### src/rtl/mem_access_unit.sv
// mem_access_unit: memory-stage load/store engine for the pipelined Y86-64 core.
// Takes the M-register fields, runs one data-memory access over a req/ack
// handshake, and returns m_valM / m_stat toward W. Stalls M while busy.
// Optional ack timeout is enabled by defining DMEM_TIMEOUT_EN.
//
// Handshake: dmem_req_o rises together with we/addr/wdata, and all four stay
// stable until the memory returns dmem_ack_i (with rdata/err valid in that
// same cycle). req drops on the edge that samples ack. ack with req low is
// ignored. Only one request is ever outstanding.
module mem_access_unit #(
    parameter int unsigned DMEM_BYTES     = 65536,
    parameter int unsigned TIMEOUT_CYCLES = 255
) (
    input  logic        clk_i,
    input  logic        rst_n_i,
    input  logic [2:0]  M_stat_i,
    input  logic [3:0]  M_icode_i,
    input  logic [63:0] M_valE_i,
    input  logic [63:0] M_valA_i,
    output logic [63:0] m_valM_o,
    output logic [2:0]  m_stat_o,
    output logic        m_stall_o,
    output logic        dmem_req_o,
    output logic        dmem_we_o,
    output logic [63:0] dmem_addr_o,
    output logic [63:0] dmem_wdata_o,
    input  logic [63:0] dmem_rdata_i,
    input  logic        dmem_ack_i,
    input  logic        dmem_err_i
);

    localparam logic [3:0] IRMMOVQ = 4'h4;
    localparam logic [3:0] IMRMOVQ = 4'h5;
    localparam logic [3:0] ICALL   = 4'h8;
    localparam logic [3:0] IRET    = 4'h9;
    localparam logic [3:0] IPUSHQ  = 4'hA;
    localparam logic [3:0] IPOPQ   = 4'hB;

    localparam logic [2:0] SAOK = 3'd1;
    localparam logic [2:0] SADR = 3'd3;

    localparam logic [1:0] S_IDLE   = 2'd0;
    localparam logic [1:0] S_ACCESS = 2'd1;
    localparam logic [1:0] S_DONE   = 2'd2;

    logic [1:0]  state;
    logic [63:0] valm_q;
    logic        err_q;

    logic        is_read;
    logic        is_write;
    logic [63:0] acc_addr;
    logic [64:0] addr_end;
    logic        eligible;
    logic        range_fault;
    logic        start;
    logic        to_hit;

    // Decode the memory operation and pick the address source.
    always_comb begin
        is_read  = (M_icode_i == IMRMOVQ) || (M_icode_i == IPOPQ) || (M_icode_i == IRET);
        is_write = (M_icode_i == IRMMOVQ) || (M_icode_i == IPUSHQ) || (M_icode_i == ICALL);
        acc_addr = ((M_icode_i == IPOPQ) || (M_icode_i == IRET)) ? M_valA_i : M_valE_i;
    end

    // 65-bit end address so addresses near 2^64 cannot wrap into range.
    assign addr_end    = {1'b0, acc_addr} + 65'd8;
    assign range_fault = addr_end > 65'(DMEM_BYTES);
    assign eligible    = (M_stat_i == SAOK) && (is_read || is_write);
    assign start       = eligible && !range_fault;

`ifdef DMEM_TIMEOUT_EN
    logic [31:0] to_cnt;

    assign to_hit = (to_cnt == TIMEOUT_CYCLES - 32'd1);

    // Count ACCESS cycles; held at zero outside ACCESS so every access starts fresh.
    always_ff @(posedge clk_i) begin
        if (!rst_n_i) begin
            to_cnt <= '0;
        end else if (state == S_ACCESS) begin
            to_cnt <= to_cnt + 32'd1;
        end else begin
            to_cnt <= '0;
        end
    end
`else
    logic unused_timeout;

    assign to_hit         = 1'b0;
    assign unused_timeout = |TIMEOUT_CYCLES;
`endif

    // Access FSM plus the registered bus outputs and captured response.
    always_ff @(posedge clk_i) begin
        if (!rst_n_i) begin
            state        <= S_IDLE;
            dmem_req_o   <= 1'b0;
            dmem_we_o    <= 1'b0;
            dmem_addr_o  <= '0;
            dmem_wdata_o <= '0;
            valm_q       <= '0;
            err_q        <= 1'b0;
        end else begin
            case (state)
                S_IDLE: begin
                    if (start) begin
                        state        <= S_ACCESS;
                        dmem_req_o   <= 1'b1;
                        dmem_we_o    <= is_write;
                        dmem_addr_o  <= acc_addr;
                        dmem_wdata_o <= M_valA_i;
                    end
                end
                S_ACCESS: begin
                    if (dmem_ack_i) begin
                        valm_q     <= dmem_we_o ? 64'd0 : dmem_rdata_i;
                        err_q      <= dmem_err_i;
                        dmem_req_o <= 1'b0;
                        state      <= S_DONE;
                    end else if (to_hit) begin
                        valm_q     <= '0;
                        err_q      <= 1'b1;
                        dmem_req_o <= 1'b0;
                        state      <= S_DONE;
                    end
                end
                S_DONE: begin
                    state <= S_IDLE;
                end
                default: begin
                    state      <= S_IDLE;
                    dmem_req_o <= 1'b0;
                end
            endcase
        end
    end

    // Pipeline-facing results: stall while an access is pending, result in DONE.
    always_comb begin
        m_valM_o  = '0;
        m_stat_o  = M_stat_i;
        m_stall_o = 1'b0;
        case (state)
            S_IDLE: begin
                if (start) begin
                    m_stall_o = 1'b1;
                end else if (eligible && range_fault) begin
                    m_stat_o = SADR;
                end
            end
            S_ACCESS: begin
                m_stall_o = 1'b1;
            end
            S_DONE: begin
                m_valM_o = valm_q;
                m_stat_o = err_q ? SADR : M_stat_i;
            end
            default: begin
                m_stall_o = 1'b0;
            end
        endcase
    end

endmodule

### config.mk
export PLATFORM = sky130hd
export DESIGN_NAME = mem_access_unit
export DESIGN_NICKNAME = d
export VERILOG_FILES = /design/src/rtl/mem_access_unit.sv
export SDC_FILE = /design/constraint.sdc
export NUM_CORES = 1
export LEC_CHECK = 0
export CAP_MARGIN = 20
export CELL_PAD_IN_SITES_DETAIL_PLACEMENT = 1
export CELL_PAD_IN_SITES_GLOBAL_PLACEMENT = 2
export CORE_ASPECT_RATIO = 1.1
export CORE_UTILIZATION = 25
export DETAILED_ROUTE_END_ITERATION = 10
export GPL_TIMING_DRIVEN = 0
export PLACE_DENSITY = 0.86
export SLEW_MARGIN = 40
export SYNTH_ARGS = -nofsm -noshare
export SYNTH_HDL_FRONTEND = slang
export SYNTH_SLANG_ARGS = --single-unit
### constraint.sdc
create_clock -name clk_i -period 6.9 [get_ports clk_i]
set_clock_uncertainty 0.15 [all_clocks]
set_input_delay 0.69 -clock clk_i [delete_from_list [all_inputs] [get_ports clk_i]]
set_output_delay 0.69 -clock clk_i [all_outputs]
set_load 0.01 [all_outputs]
==> results.toml, run 1 <==
[status]
status = "completed"

[run]
maxCapViolCount = 0

[sta]
slew_headroom_pct = 43.5
fin_crit_sh_pct = 96.1
tightest_slew_ps = 824
grt_setup_unrepaired = "no"
finalCriticalPeriod_ps = 6630
fmax_ghz = 0.151
setup_viol = 0
hold_viol_final = 0
setup_ws_ps = 267
drv_slew = 0

[clocking]
cts_max_level = 4
clock_sinks = 197
clockBufferDepth = 2
cts_hold_buf = 0
clk_pin_slew_ps = 80
cts-root-buf = "clkbuf_16"
cts_buffers = 17
cts_tree = "done"
clock_latency_ps = 460

[floorplanning]
core_area_um2 = 42500
die_h_um = 220
rows = 79
die_area_um2 = 44100
initial_core_util_pct = 25.4
die_width_um = 200
io_pins = 401

[critical_path]
start_kind = "input port"
critPathKind = "in -> out"
crit_path_max_fanout = 19
crit_top_cell = "nand2_1"
crit_chain = "clkdlybuf4s50_1 -> and3b_2 -> buf_6 -> buf_6 -> buf_4 -> buf_4 -> nand2_1 -> nand2_1 -> ha_2 -> o21ai_2 -> buf_2 -> nor4_4 -> and2_1 -> a31oi_1 -> or4_4 -> or2_1 -> o21ai_0 -> nand2_1 -> clkdlybuf4s50_1"
max_stage_delay_ps = 590
arrival_ps = 5790
end_kind = "primary output"
r2r_setup_slack_ps = 4440
crit_path_top_delay_cell = "or4_4"
crit_buf_inv = 7
cp.required_ps = 6060
cpLargestDelayFamily = "buffers and inverters"

[placed_design]
hpwl_um = 43900
place_ws_ps = -1710
placed_cell_area_um2 = 15400
gp_congestion = 0.916
io_buffers = 386
dp.cells = 2236

[drt]
vias = 12000
first_pass_iters = 5
drt_iter0_drc = 657
wl_per_cell_um = 24.1
totalWireLength_um = 54700
avgViaCountPerCell = 5.30
ant_nets = 0
drc = 0

[synthesis]
synth-seq-area-share_pct = 36.5
synth.ff_latch_count = 197
yosysWarnings = 0
async_flop_share_pct = 0
synth_fp_nets = 1485
postSynthAreaPerCell_um2 = 8.43
synthCells = 1281
yosys.cell_types.count = 71
synth_edf_count = 0
ys.flop_type = "dfxtp_1"
netlist_area_um2 = 10800

[layout]
fin_cells = 2269
layout.nets = 1889
stdcell_area_um2 = 16100
fillers = 4985
drive_gt1_share_pct = 6.18
syn2layout_area_growth_pct = 49.2

[power_and_ir_drop]
power_frac_seq_pct = 43.9
internal_power_mw = 1.86
ir_worst_vdd_mv = 0.156
p_clk_share_pct = 41.6
p_sw_share_pct = 28.2
power_leakage_nw = 6.37
p_per_area_nw_per_um2 = 160
switchingPower_uw = 728
p_comb_share_pct = 14.4
finalPower_mw = 2.58

[global_route]
grt_max_degree = 20
first_global_vias = 12200
grt_pass1_wl_um = 79800
grt_remaining_overflow = 0
grt_usage_pct = 24.3
antenna_found_initial = 7

[min_path]
hold_class = "reg -> reg"
==> worst paths after layout <==
path | from | endpoint | depth (start not counted)
setup reg to reg | state[1]$_SDFFE_PN0P_ | dmem_addr_o[33]$_SDFFE_PN0P_ | 6
setup / recovery | M_icode_i[3] | m_stat_o[1] | 19
hold / removal | dmem_wdata_o[46]$_SDFFE_PN0P_ | dmem_wdata_o[46]$_SDFFE_PN0P_ | 2
hold reg to reg | dmem_wdata_o[46]$_SDFFE_PN0P_ | dmem_wdata_o[46]$_SDFFE_PN0P_ | 2
==> kinds of logic after synthesis <==
| family | synth area share [%] |
|---|---|
| compound gates | 14.5 |
| flops | 36.5 |
| fa+ha+maj | 0.116 |
| buf+inv | 4.76 |
| xor+xnor | 3.65 |
| mux | 11.0 |
| simple gates | 29.5 |
==> layer usage <==
layer  vias up  track usage (%)  share of wire [%]
met5         -                0              0.058
met4         6             8.95                2.6
met3        80             5.87                6.7
met2       523             43.7                 50
met1      5910             27.9                 40
li1       5506                -                  -
==> placed cells by master (no fill, tap or decap), types with 20 or more instances in the layout <==
cell             count
a21oi_1             20
a22o_1              66
a31oi_1             25
and2_1              71
and3_1              57
clkbuf_1            61
clkdlybuf4s50_1    386
dfxtp_1            197
mux2i_1            114
nand2_1            225
nand3_1             27
nand4_1             46
nor2_1              38
nor3_1              45
nor4_1              29
o21ai_0             21
xnor2_1             23
xor2_1              22
==> state kept, by name, summed over array words and instances (netlist names) <==
name and count:
dmem_addr_o 64, err_q 1, dmem_req_o 1, valm_q 64
state 2, dmem_we_o 1, dmem_wdata_o 64
==> area by class of cell <==
cell class | instances | area (um^2) | area share (%)
Multi-Input combinational cell | 976 | 6440 | 39.9
Sequential cell | 197 | 3940 | 24.5
Timing Repair Buffer | 389 | 3880 | 24.1
Tap cell | 567 | 709 | 4.40
Buffer | 96 | 482 | 2.99
Clock buffer | 18 | 439 | 2.72
Clock inverter | 14 | 185 | 1.15
Inverter | 8 | 30.0 | 0.186
Antenna cell | 4 | 10.0 | 0.0621
==> power groups by stage <==
stage | Clock, mW | Sequential [mW] | Combinational [mW]
after detailed placement | 0 | 1.16 | 0.366
final | 1.08 | 1.14 | 0.373
after global placement | 0 | 1.16 | 0.364
after global routing | 1.15 | 1.14 | 0.393
after floorplan | 0 | 1.16 | 0.138
after CTS | 1.10 | 1.14 | 0.370
==> stage by stage <==
stage          TNS [ps]  util, %  hold slack [ps]
2_1_floorplan         0        -              291
3_3_place_gp    -117100     36.2              297
3_5_place_dp    -117670     36.2              304
4_1_cts               0     37.8              320
5_1_grt               0     37.9              334
6_report              0     37.9              313
==> synthesized netlist by cell type, drive strengths merged, types with 35 or more instances <==
cell | count | area, um^2
nand2 | 225 | 845
dfxtp | 197 | 3940
mux2i | 114 | 1140
and2 | 71 | 444
a22o | 66 | 578
clkbuf | 65 | 244
and3 | 57 | 357
nor3 | 49 | 260
nand4 | 47 | 300
nor4 | 42 | 328
nor2 | 38 | 143
buf | 35 | 240
==> worst register-to-register path, delay by kind of cell, from the launching register on <==
kind                   cells  cell delay [ps]
and+or+nand+nor            3             1140
DFF                        1              300
buffers and inverters      3              760
==> what timing repair did <==
item                       in CTS  in global routing
gates resized for setup        16                  5
buffers inserted                0                  1
setup endpoints to repair     132                  2
gates cloned                    0                  0
pin swaps                       0                  2
No activity file was read; power rests on OpenSTA's default activity.
==> run 2, diff against run 1 <==
--- a/config.mk
+++ b/config.mk
@@ -9,6 +9,7 @@
 export CELL_PAD_IN_SITES_DETAIL_PLACEMENT = 1
 export CELL_PAD_IN_SITES_GLOBAL_PLACEMENT = 2
 export CORE_ASPECT_RATIO = 1.1
+export CORE_MARGIN = 3
 export CORE_UTILIZATION = 25
 export DETAILED_ROUTE_END_ITERATION = 10
 export GPL_TIMING_DRIVEN = 0
==> run 2 against run 1 <==
  * Largest cell class unchanged
  * Sequential power hardly changed
  * Wire length up 0.59%
  * Power decreased by 1.9%
  * First-iteration DRC count is 2.9% higher
  * Critical endpoint is now m_stall_o
  * Critical path depth is 1 lower
  * Global-route usage decreased by 0.95 points
  * Register-to-register slack worse by 40 ps
  * Core utilization decreased by 0.079 points
  * Die area rose by 3.9%
==> results.toml, run 2 (synthesis results as in run 1) <==
[global_route]
antenna_found_initial = 14
grt_usage_pct = 23.4
grt_max_degree = 20
grt_pass1_wl_um = 80600
first_global_vias = 12400
grt_remaining_overflow = 0

[critical_path]
start_kind = "input port"
arrival_ps = 5820
r2r_setup_slack_ps = 4400
end_kind = "primary output"
critPathKind = "in -> out"
crit_path_max_fanout = 19
cp.required_ps = 6060
r2r_cells = 6

[run]
maxCapViolCount = 0

[clocking]
clock_latency_ps = 460
cts_max_level = 4
cts_hold_buf = 0
clockBufferDepth = 2
clock_sinks = 197
clk_pin_slew_ps = 80
cts_buffers = 17
cts-root-buf = "clkbuf_16"
cts_tree = "done"

[sta]
tightest_slew_ps = 894
hold_viol_final = 0
setup_ws_ps = 239
setup_viol = 0
grt_setup_unrepaired = "no"
finalCriticalPeriod_ps = 6660
fmax_ghz = 0.150
fin_crit_sh_pct = 96.5
drv_slew = 0
slew_headroom_pct = 39.6

[layout]
fillers = 5013
layout.nets = 1887
final_cell_mix = "clkdlybuf4s50_1, nand2_1, dfxtp_1"
layout_commonest_cell = "clkdlybuf4s50_1"
fin_cells = 2271
drive_gt1_share_pct = 6.08
reg_top3 = "dmem_addr_o: 64 flops, dmem_wdata_o: 64 flops, valm_q: 64 flops"
stdcell_area_um2 = 16100
syn2layout_area_growth_pct = 48.9

[drt]
totalWireLength_um = 55000
drt_iter0_drc = 676
vias = 12000
wl_per_cell_um = 24.2
avgViaCountPerCell = 5.29
drc = 0
first_pass_iters = 5
ant_nets = 0

[placed_design]
place_ws_ps = -1640
hpwl_um = 44200
placed_cell_area_um2 = 15400
io_buffers = 386
dp.cells = 2236
gp_congestion = 0.929

[floorplanning]
core_area_um2 = 42500
die_area_um2 = 45700
die_width_um = 204
die_h_um = 224
rows = 79
io_pins = 401
initial_core_util_pct = 25.4

[min_path]
holdPathStages = 2
hold_class = "reg -> reg"

[power_and_ir_drop]
power_leakage_nw = 6.35
ir_worst_vdd_mv = 0.149
p_per_area_nw_per_um2 = 158

[status]
status = "completed"
## run 2: cell count changes in the layout (fill, tap and decap cells not counted), sizes merged
cell / previous run / this run
clkinvlp: 1 / 0
bufinv: 2 / 1
inv: 13 / 14
clkbuf: 82 / 81
diode: 4 / 9
clkinv: 6 / 7
buf: 35 / 33
## run 2: metal layers
| layer | vias up | global-route usage [%] | wire [um] | share of wire [%] |
|---|---|---|---|---|
| li1 | 5498 | - | - | - |
| met5 | - | 0 | 71 | 0.13 |
| met1 | 5919 | 26.2 | 21200 | 39 |
| met4 | 10 | 9.57 | 1870 | 3.4 |
| met2 | 492 | 40.5 | 26800 | 49 |
| met3 | 89 | 8.12 | 5020 | 9.1 |
## run 2: worst max-delay path, cell delays in order
cell and delay (ps):
clkdlybuf4s50_1 530, nand3b_4 300, buf_6 300, buf_4 290, buf_4 360, nand2_1 90
nand2_1 130, ha_2 290, o21ai_2 190, buf_2 280, o31ai_2 360, nand4_1 180
nor4b_4 340, and4_4 350, clkbuf_2 250, a21oi_1 100, nor2_1 170, clkdlybuf4s50_1 610
## run 2: layout make-up
| cell class | instances | area, um^2 | share of cell area (%) |
|---|---|---|---|
| clock buffers | 17 | 425 | 2.64 |
| flip-flops and latches | 197 | 3940 | 24.5 |
| clock inverters | 14 | 164 | 1.02 |
| repair buffers | 388 | 3870 | 24.1 |
| multi-input cells | 976 | 6440 | 40.1 |
| inverters | 8 | 30.0 | 0.187 |
| diodes | 9 | 22.5 | 0.140 |
| plain buffers | 95 | 474 | 2.95 |
| well taps | 567 | 709 | 4.41 |
## run 2: where the power goes
part / internal [mW] / switching (mW)
Combinational: 0.160 / 0.213
Sequential: 1.14 / 0.0000000000000000221
Clock: 0.514 / 0.514
## run 2: final timing paths
kind | from | to
max | M_icode_i[2] | m_stall_o
min reg2reg | dmem_wdata_o[15]$_SDFFE_PN0P_ | dmem_wdata_o[15]$_SDFFE_PN0P_
max reg2reg | state[1]$_SDFFE_PN0P_ | dmem_addr_o[33]$_SDFFE_PN0P_
min | dmem_wdata_o[15]$_SDFFE_PN0P_ | dmem_wdata_o[15]$_SDFFE_PN0P_
## run 2: repair_timing
item / in CTS / in global routing
buffers inserted: 0 / 0
pin swaps: 0 / 3
setup endpoints to repair: 130 / 2
resized for setup: 17 / 4
## run 2: per-stage QoR
stage	utilization [%]	hold WS (ps)	power (mW)	setup TNS, ps
finish	37.8	314	2.54	0
global route	37.8	335	2.64	0
CTS	37.7	319	2.57	0
detailed placement	36.2	305	1.53	-98680
global placement	36.2	294	1.53	-94140
floorplan	-	291	1.30	0
